===== src/rtl/dm_hart_ctrl.sv =====
// dm_hart_ctrl: multi-hart run control for the debug module.
// Keeps the sticky per-hart halted/resumeack state and drives the per-hart
// debug requests. It also sequences one abstract command at a time on the
// captured hart: GO, EXEC, and then completion, exception or timeout.
module dm_hart_ctrl #(
  parameter int unsigned NrHarts    = 4,
  parameter int unsigned HartSelLen = 20,
  parameter int unsigned CmdTimeout = 1024
) (
  input  logic                  clk_i,
  input  logic                  rst_ni,
  input  logic                  dmactive_i,
  input  logic [HartSelLen-1:0] hartsel_i,
  input  logic                  haltreq_i,
  input  logic                  resumereq_i,
  input  logic                  cmd_valid_i,
  input  logic                  unsupported_cmd_i,
  input  logic [NrHarts-1:0]    halted_i,
  input  logic [NrHarts-1:0]    resuming_i,
  input  logic                  going_i,
  input  logic                  exception_i,
  output logic [NrHarts-1:0]    debug_req_o,
  output logic                  go_o,
  output logic                  resume_o,
  output logic [HartSelLen-1:0] cmd_hart_o,
  output logic                  cmdbusy_o,
  output logic                  cmderror_valid_o,
  output logic [2:0]            cmderror_o,
  output logic [NrHarts-1:0]    halted_o,
  output logic [NrHarts-1:0]    resumeack_o,
  output logic                  anyhalted_o,
  output logic                  allhalted_o
);

  // Abstract command error codes.
  localparam logic [2:0] ErrNone         = 3'd0;
  localparam logic [2:0] ErrNotSupported = 3'd2;
  localparam logic [2:0] ErrException    = 3'd3;
  localparam logic [2:0] ErrHaltResume   = 3'd4;
  localparam logic [2:0] ErrOther        = 3'd7;

  // Hart indices are compared in a width that holds both hartsel and NrHarts
  // (NrHarts <= 1024 needs 11 bits), so neither side truncates.
  localparam int unsigned ExtW = HartSelLen + 11;

  // Last counter value before the command is abandoned; unused when the
  // timeout is disabled.
  localparam logic [31:0] TimeoutLast = (CmdTimeout == 0) ? 32'd0 : 32'(CmdTimeout - 1);

  typedef enum logic [1:0] {
    Idle = 2'd0,
    Go   = 2'd1,
    Exec = 2'd2
  } state_e;

  state_e                  state_q, state_d;
  logic [31:0]             cnt_q, cnt_d;
  logic                    go_q, go_d;
  logic                    resume_q, resume_d;
  logic [HartSelLen-1:0]   cmd_hart_q, cmd_hart_d;
  logic                    cmdbusy_q, cmdbusy_d;
  logic                    err_valid_q, err_valid_d;
  logic [2:0]              err_q, err_d;
  logic [NrHarts-1:0]      halted_q, halted_d;
  logic [NrHarts-1:0]      resumeack_q, resumeack_d;
  logic [NrHarts-1:0]      debug_req_q, debug_req_d;
  logic                    resumereq_q, resumereq_d;
  logic                    anyhalted_q, anyhalted_d;
  logic                    allhalted_q, allhalted_d;

  logic                    sel_valid;
  logic [NrHarts-1:0]      sel_onehot;
  logic [NrHarts-1:0]      cmd_onehot;
  logic                    sel_halted;
  logic                    resume_start;
  logic                    timeout_hit;

  // Decode the current selection and the captured command hart into one-hot masks.
  always_comb begin
    sel_valid  = (ExtW'(hartsel_i) < ExtW'(NrHarts));
    sel_onehot = '0;
    cmd_onehot = '0;
    for (int unsigned h = 0; h < NrHarts; h++) begin
      sel_onehot[h] = (ExtW'(hartsel_i) == ExtW'(h));
      cmd_onehot[h] = (ExtW'(cmd_hart_q) == ExtW'(h));
    end
    sel_halted   = sel_valid && (|(halted_q & sel_onehot));
    // Only a fresh resume request on a halted hart with no command running starts a resume.
    resume_start = resumereq_i && !resumereq_q && sel_halted && !cmdbusy_q;
  end

  // Per-hart halted / resumeack / debug request state and the resume flag.
  always_comb begin
    // A halted strobe beats a simultaneous resuming strobe on the same hart.
    halted_d    = (halted_q & ~resuming_i) | halted_i;
    debug_req_d = haltreq_i ? sel_onehot : '0;
    resumereq_d = resumereq_i;
    resume_d    = resume_q;
    resumeack_d = resumeack_q;
    if (|(resuming_i & sel_onehot)) begin
      resume_d    = 1'b0;
      resumeack_d = resumeack_q | (resuming_i & sel_onehot);
    end
    if (resume_start) begin
      resume_d    = 1'b1;
      resumeack_d = resumeack_d & ~sel_onehot;
    end
    anyhalted_d = |halted_d;
    allhalted_d = &halted_d;
  end

  // Command sequencer next state: IDLE -> GO -> EXEC -> IDLE, with the timeout
  // taking priority over every other event once the budget is spent.
  always_comb begin
    state_d     = state_q;
    cnt_d       = cnt_q;
    go_d        = go_q;
    cmdbusy_d   = cmdbusy_q;
    cmd_hart_d  = cmd_hart_q;
    err_valid_d = 1'b0;
    err_d       = ErrNone;
    timeout_hit = (CmdTimeout != 0) && (state_q != Idle) && (cnt_q == TimeoutLast);

    if ((CmdTimeout != 0) && (state_q != Idle)) begin
      cnt_d = cnt_q + 32'd1;
    end

    if (timeout_hit) begin
      state_d     = Idle;
      cnt_d       = '0;
      go_d        = 1'b0;
      cmdbusy_d   = 1'b0;
      err_valid_d = 1'b1;
      err_d       = ErrOther;
    end else begin
      case (state_q)
        Idle: begin
          if (cmd_valid_i) begin
            if (unsupported_cmd_i) begin
              err_valid_d = 1'b1;
              err_d       = ErrNotSupported;
            end else if (!sel_halted) begin
              err_valid_d = 1'b1;
              err_d       = ErrHaltResume;
            end else begin
              state_d    = Go;
              cnt_d      = '0;
              go_d       = 1'b1;
              cmdbusy_d  = 1'b1;
              cmd_hart_d = hartsel_i;
            end
          end
        end
        Go: begin
          if (going_i) begin
            state_d = Exec;
            go_d    = 1'b0;
          end
        end
        Exec: begin
          // An exception wins over a simultaneous halted strobe.
          if (exception_i) begin
            state_d     = Idle;
            cmdbusy_d   = 1'b0;
            err_valid_d = 1'b1;
            err_d       = ErrException;
          end else if (|(halted_i & cmd_onehot)) begin
            state_d   = Idle;
            cmdbusy_d = 1'b0;
          end
        end
        default: begin
          state_d   = Idle;
          go_d      = 1'b0;
          cmdbusy_d = 1'b0;
        end
      endcase
    end
  end

  // All state registers; an inactive debug module clears exactly like reset.
  always_ff @(posedge clk_i) begin
    if (!rst_ni || !dmactive_i) begin
      state_q     <= Idle;
      cnt_q       <= '0;
      go_q        <= 1'b0;
      resume_q    <= 1'b0;
      cmd_hart_q  <= '0;
      cmdbusy_q   <= 1'b0;
      err_valid_q <= 1'b0;
      err_q       <= ErrNone;
      halted_q    <= '0;
      resumeack_q <= '1;
      debug_req_q <= '0;
      resumereq_q <= 1'b0;
      anyhalted_q <= 1'b0;
      allhalted_q <= 1'b0;
    end else begin
      state_q     <= state_d;
      cnt_q       <= cnt_d;
      go_q        <= go_d;
      resume_q    <= resume_d;
      cmd_hart_q  <= cmd_hart_d;
      cmdbusy_q   <= cmdbusy_d;
      err_valid_q <= err_valid_d;
      err_q       <= err_d;
      halted_q    <= halted_d;
      resumeack_q <= resumeack_d;
      debug_req_q <= debug_req_d;
      resumereq_q <= resumereq_d;
      anyhalted_q <= anyhalted_d;
      allhalted_q <= allhalted_d;
    end
  end

  assign debug_req_o      = debug_req_q;
  assign go_o             = go_q;
  assign resume_o         = resume_q;
  assign cmd_hart_o       = cmd_hart_q;
  assign cmdbusy_o        = cmdbusy_q;
  assign cmderror_valid_o = err_valid_q;
  assign cmderror_o       = err_q;
  assign halted_o         = halted_q;
  assign resumeack_o      = resumeack_q;
  assign anyhalted_o      = anyhalted_q;
  assign allhalted_o      = allhalted_q;

endmodule


===== config.mk =====
export PLATFORM = sky130hd
export DESIGN_NAME = dm_hart_ctrl
export DESIGN_NICKNAME = d
export VERILOG_FILES = /design/src/rtl/dm_hart_ctrl.sv
export SDC_FILE = /design/constraint.sdc
export NUM_CORES = 1
export LEC_CHECK = 0
export CORE_MARGIN = 2
export CORE_UTILIZATION = 49
export CTS_CLUSTER_SIZE = 30
export DETAILED_ROUTE_END_ITERATION = 6
export GPL_TIMING_DRIVEN = 0
export PLACE_DENSITY = 0.8
export REMOVE_ABC_BUFFERS = 1
export SLEW_MARGIN = 30
export SYNTH_ARGS = -nofsm -noshare
export SYNTH_HDL_FRONTEND = slang
export SYNTH_SLANG_ARGS = --single-unit

===== constraint.sdc =====
create_clock -name clk_i -period 3 [get_ports clk_i]
set_clock_uncertainty 0.2 [all_clocks]
set_input_delay 0.3 -clock clk_i [delete_from_list [all_inputs] [get_ports clk_i]]
set_output_delay 0.3 -clock clk_i [all_outputs]
set_load 0.1 [all_outputs]

# [Word-level counts from Yosys, hierarchy flattened]
# Cells that the tools add are included.
[word_totals] reg_bits=76 word_cells=106
[classes] eq_ne=14 reduce_logical=26 muxes=36 add_sub_neg=1 bitwise_logic=14 order_cmp=1
[op_table] op="$mux 32" count=5
[op_table] op="$eq 20x2->1 const B" count=4
[op_table] op="$eq 20x1->1 const B" count=2
[op_table] op="$logic_not 20->1" count=2
[op_table] op="$add 32x1->32 const B" count=1
[op_table] op="$eq 32x10->1 const B" count=1
[op_table] op="$and 4x4->4" count=5
[op_table] op="$lt 20x3->1 const B" count=1
[op_table] op="$reduce_and 5->1" count=4
[op_table] op="$reduce_or 4->1" count=4
[op_table] op="$mux 2" count=7
[op_table] op="$mux 1" count=13
[op_table] op="$mux 3" count=4
[op_table] op="$mux 4" count=2
[op_table] op="$ne 2x2->1 const B" count=4
[op_table] op="$not 4->4" count=2
[op_table] op="$or 4x4->4" count=2
[op_table] op="$pmux 1 s3" count=2
[op_table] op="$pmux 2 s3" count=1
[op_table] op="$pmux 3 s2" count=1
[op_table] op="$logic_and 1x1->1" count=5
[op_table] op="$not 1->1" count=5
[op_table] op="$logic_not 1->1" count=4
[op_table] op="$reduce_and 4->1" count=1
[op_table] op="other kinds (8)" count=10

# [Depth between registers and ports, before layout]
[depth] depth_word=9 mapped_depth=8 depth_no_buf=6

# [Least setup slack after synthesis]
# Ideal clock, no wire load.
[synth_path] path_kind="reg-to-reg" from="register halted_q[1], in the netlist halted_o[1]" to="register state_q[0]" arrival_time_ns=2.435 required_time_ns=2.721 stages_incl_launch_ff=5 synth_period_minus_slack_ns=2.715 slack_ns=0.285 path_buffers=0 cell_sequence="dfxtp_1 -> mux4_2 -> or3b_4 -> or4b_1 -> a211oi_2"
[synth_via] elab_chain_len=5
[synth_rtl] item="start: declaration" line_no="64" rtl="logic [NrHarts-1:0] halted_q, halted_d;"
[synth_rtl] item="start signal: assignment" line_no="207" rtl="halted_q <= halted_d;"
[synth_rtl] item="$and 4x4->4" line_no="87" rtl="sel_halted = sel_valid && (|(halted_q & sel_onehot));"
[synth_rtl] item="$reduce_or 4->1" line_no="87"
[synth_rtl] item="$logic_and 1x1->1" line_no="87"
[synth_rtl] item="$ne 2x2->1 (no source line)"
[synth_rtl] item="$reduce_and 5->1 (no source line)"
[synth_rtl] item="end signal: assignment" line_no="184" rtl="state_q <= Idle;"
[synth_rtl] item="end signal: assignment" line_no="199" rtl="state_q <= state_d;"
[synth_rtl] item="end: declaration" line_no="56" rtl="state_e state_q, state_d;"
# No other way between the ends.
# A chain may end at the register's enable or synchronous reset.

# [Final worst setup path]
[layout_path] from="register cnt_q[3]" to="register cnt_q[17]"
[layout_via] elab_chain_len=6
[layout_rtl] item="start: declaration" line_no="57" rtl="logic [31:0] cnt_q, cnt_d;"
[layout_rtl] item="start signal: assignment" line_no="200" rtl="cnt_q <= cnt_d;"
[layout_rtl] item="$add 32x1->32" line_no="125" rtl="cnt_d = cnt_q + 32'd1;"
[layout_rtl] item="$mux 32" line_no="124" rtl="if ((CmdTimeout != 0) && (state_q != Idle)) begin"
[layout_rtl] item="$mux 32" line_no="142" rtl="end else if (!sel_halted) begin"
[layout_rtl] item="$mux 32" line_no="139" rtl="if (unsupported_cmd_i) begin"
[layout_rtl] item="$mux 32" line_no="138" rtl="if (cmd_valid_i) begin"
[layout_rtl] item="$mux 32" line_no="136" rtl="case (state_q)"
# Parallel ways exist; a longest one is shown, timed or not.

==> flow_summary.yaml <==
worst_hold_path:
  worstHoldStart: "cmd_hart_o[14]"
  hold-path-endpoint: "cmd_hart_o[14]"
  min_path_cells: 1
  min_path_type: "reg2reg"
setup_path:
  r2r-start: "cnt_q[3]"
  end_kind: "flip-flop"
  reg2regPathDepth: 5
  critPathMaxFanout: 32
  arrival_ps: 2660
  r2r_slack_ps: 340
  cp.required_ps: 3010
  r2r_end: "cnt_q[17]"
  crit_path_start_kind: "flip-flop"
  crit_type: "reg2reg"
sta:
  fin_crit_ps: 2660
  rsz0062_at_grt: "false"
  setup_viol: 0
  hold_violations: 0
  fmax_ghz: 0.377
  max_slew_margin_pct: 33.5
  worst_pin_slew_ps: 994
  fin_ws_ps: 344
  fin_crit_sh_pct: 88.5
  finalMaxSlewViolations: 0
synthesis:
  avgSynthCellArea_um2: 9.34
  synthTopCellsByArea: "dfxtp_1 (49%), xor2_1 (7.3%), nor2_1 (6.9%), and2_1 (4.2%), nand4_1 (3.6%)"
  async_reset_ff_share_pct: 0
  synth_cells: 332
  synth_top_area_share_pct: 49.1
  yosysSeqAreaShare_pct: 49.1
  synth_top_area_cell: "dfxtp_1"
  ys_ff_latch: 76
  synthDistinctLibCells: 45
  yosysWarnings: 0
  synthesis.area_um2: 3100
  ys.flop_type: "dfxtp_1"
  synth_edf_count: 0
place:
  place_ws_ps: 144
  place_area_um2: 3910
  gp_congestion: 0.765
  hpwl_um: 5060
  io_buffers: 77
drt:
  post-route-drc-count: 0
  viasPerCell: 5.47
  top_layer_used: "met4"
  drt_wl_total_um: 7020
  dr_total_vias: 2670
  met1_length_um: 3110
  ant_nets: 0
  wl_met2_um: 3340
  drt_iter0_drc: 179
  drt-wirelength-per-cell_um: 14.4
  route.met3.wl_um: 475
  dr.pass1.iters: 5
clock_tree:
  cts_tree: "done"
  numCtsBuffers: 9
  cts_resized: 0
  cts.htree.levels: 3
  cts.sinks: 76
  postCtsHoldBufs: 0
  cts_buffer_depth: 2
  clkTransAtPathRegs_ps: 80
  insertion_delay_ps: 350
  cts_root_buffer: "clkbuf_8"
  cts_setup_buffers: 0
cells_and_area:
  drive_above_1_share_pct: 6.05
  layout_commonest_cell: "clkdlybuf4s50_1"
  final_area_um2: 4140
  nNetsFinal: 446
  fillers: 484
  final_cell_mix: "clkdlybuf4s50_1 (77), dfxtp_1 (76), nor2_1 (57), xor2_1 (26), and2_1 (21)"
  antenna_cells: 0
  synthToLayoutAreaGrowth_pct: 33.6
power:
  irDropWorstVdd_mv: 0.296
  p_leak_nw: 1.47
  fin_total_pwr_w: 0.00202
  power_density_nw_per_um2: 488
floorplan:
  die_y_um: 83.5
  io_pins: 78
  core_area_um2: 6030
  die_area_um2: 6980
  core.rowCount: 28
  start_util_pct: 51.4
  die_w_um: 83.5
global_routing:
  grt_max_degree: 33
  grt-ovfl-total: 0
  antenna_found_initial: 0
  grtUsageTotal_pct: 20.4
  grt_pass1_vias: 2503
  grt_pass1_wl_um: 11700
status:
  status: "complete, no violations"
flow_run:
  cap_violations: 0
[layout make-up]
type,instances,area (um2),area share (%)
sequential,76,1520,36.7
inverter,10,37.5,0.907
clock buffer,10,128,3.08
timing repair buffer,77,771,18.6
tap,75,93.8,2.27
clock inverter,6,95.1,2.30
multi-input combinational,234,1490,36.1
[synthesized netlist by cell type (all sizes together), types with 4 or more instances]
cell / count
dfxtp: 76
nor2: 57
xor2: 26
and2: 21
nand4: 18
nand2: 17
nor4: 13
inv: 10
nand3: 10
a21oi: 9
nor3: 9
buf: 7
and3: 6
clkbuf: 5
xnor2: 5
a311oi: 4
[cell families after synthesis]
group | Yosys count | share of synthesized area, %
compound gates | 31 | 7.47
xor+xnor | 31 | 8.76
fa+ha+maj | 1 | 0.404
buf+inv | 22 | 3.15
flops | 76 | 49.1
mux | 5 | 2.95
simple gates | 166 | 28.2
[power breakdown]
group | leakage, nW | internal, W | switching [W]
registers | 0.613 | 0.00101 | 0.00000263
logic | 0.741 | 0.0000612 | 0.0000748
clock network | 0.112 | 0.000479 | 0.000388
total | 1.47 | 0.00155 | 0.000466
[critical path, cell delays in order (launching register included)]
cell	delay [ps]
dfxtp_1	410
nand4_1	300
or3_1	550
o31ai_4	360
or2_2	580
nor2_1	110
[state kept, by name, summed over array words and instances, names as in the netlist, 2 cells and up]
signal / flops
resumeack_o: 4
state_q: 2
cnt_q: 32
cmderror_o: 3
cmd_hart_o: 20
debug_req_o: 4
halted_o: 4
[worst max-delay path by stage]
stage,start,to,slack (ps)
after floorplan,halted_o[1],cnt_q[0],230
after global placement,hartsel_i[1],cnt_q[31],-150
after detailed placement,hartsel_i[1],cnt_q[29],140
after CTS,cnt_q[3],cnt_q[19],390
after global routing,cnt_q[3],cnt_q[5],160
final,cnt_q[3],cnt_q[17],340
[per-stage QoR]
step                      TNS [ps]  util [%]  std cells  hold slack [ps]
after detailed placement         0      64.9        472              268
after global placement       -4720      64.8        472              257
after global routing             0      68.7        488              302
after CTS                        0      68.6        488              291
final                            0      68.7        488              282
after floorplan                  0         -        320              176
[metal layers]
metal / vias up / global-route usage, %
met5: - / 0
met4: 0 / 6.16
met3: 7 / 6.13
met2: 87 / 33.9
met1: 1255 / 25.7
li1: 1321 / -
No activity file was read; power rests on OpenSTA's default activity.
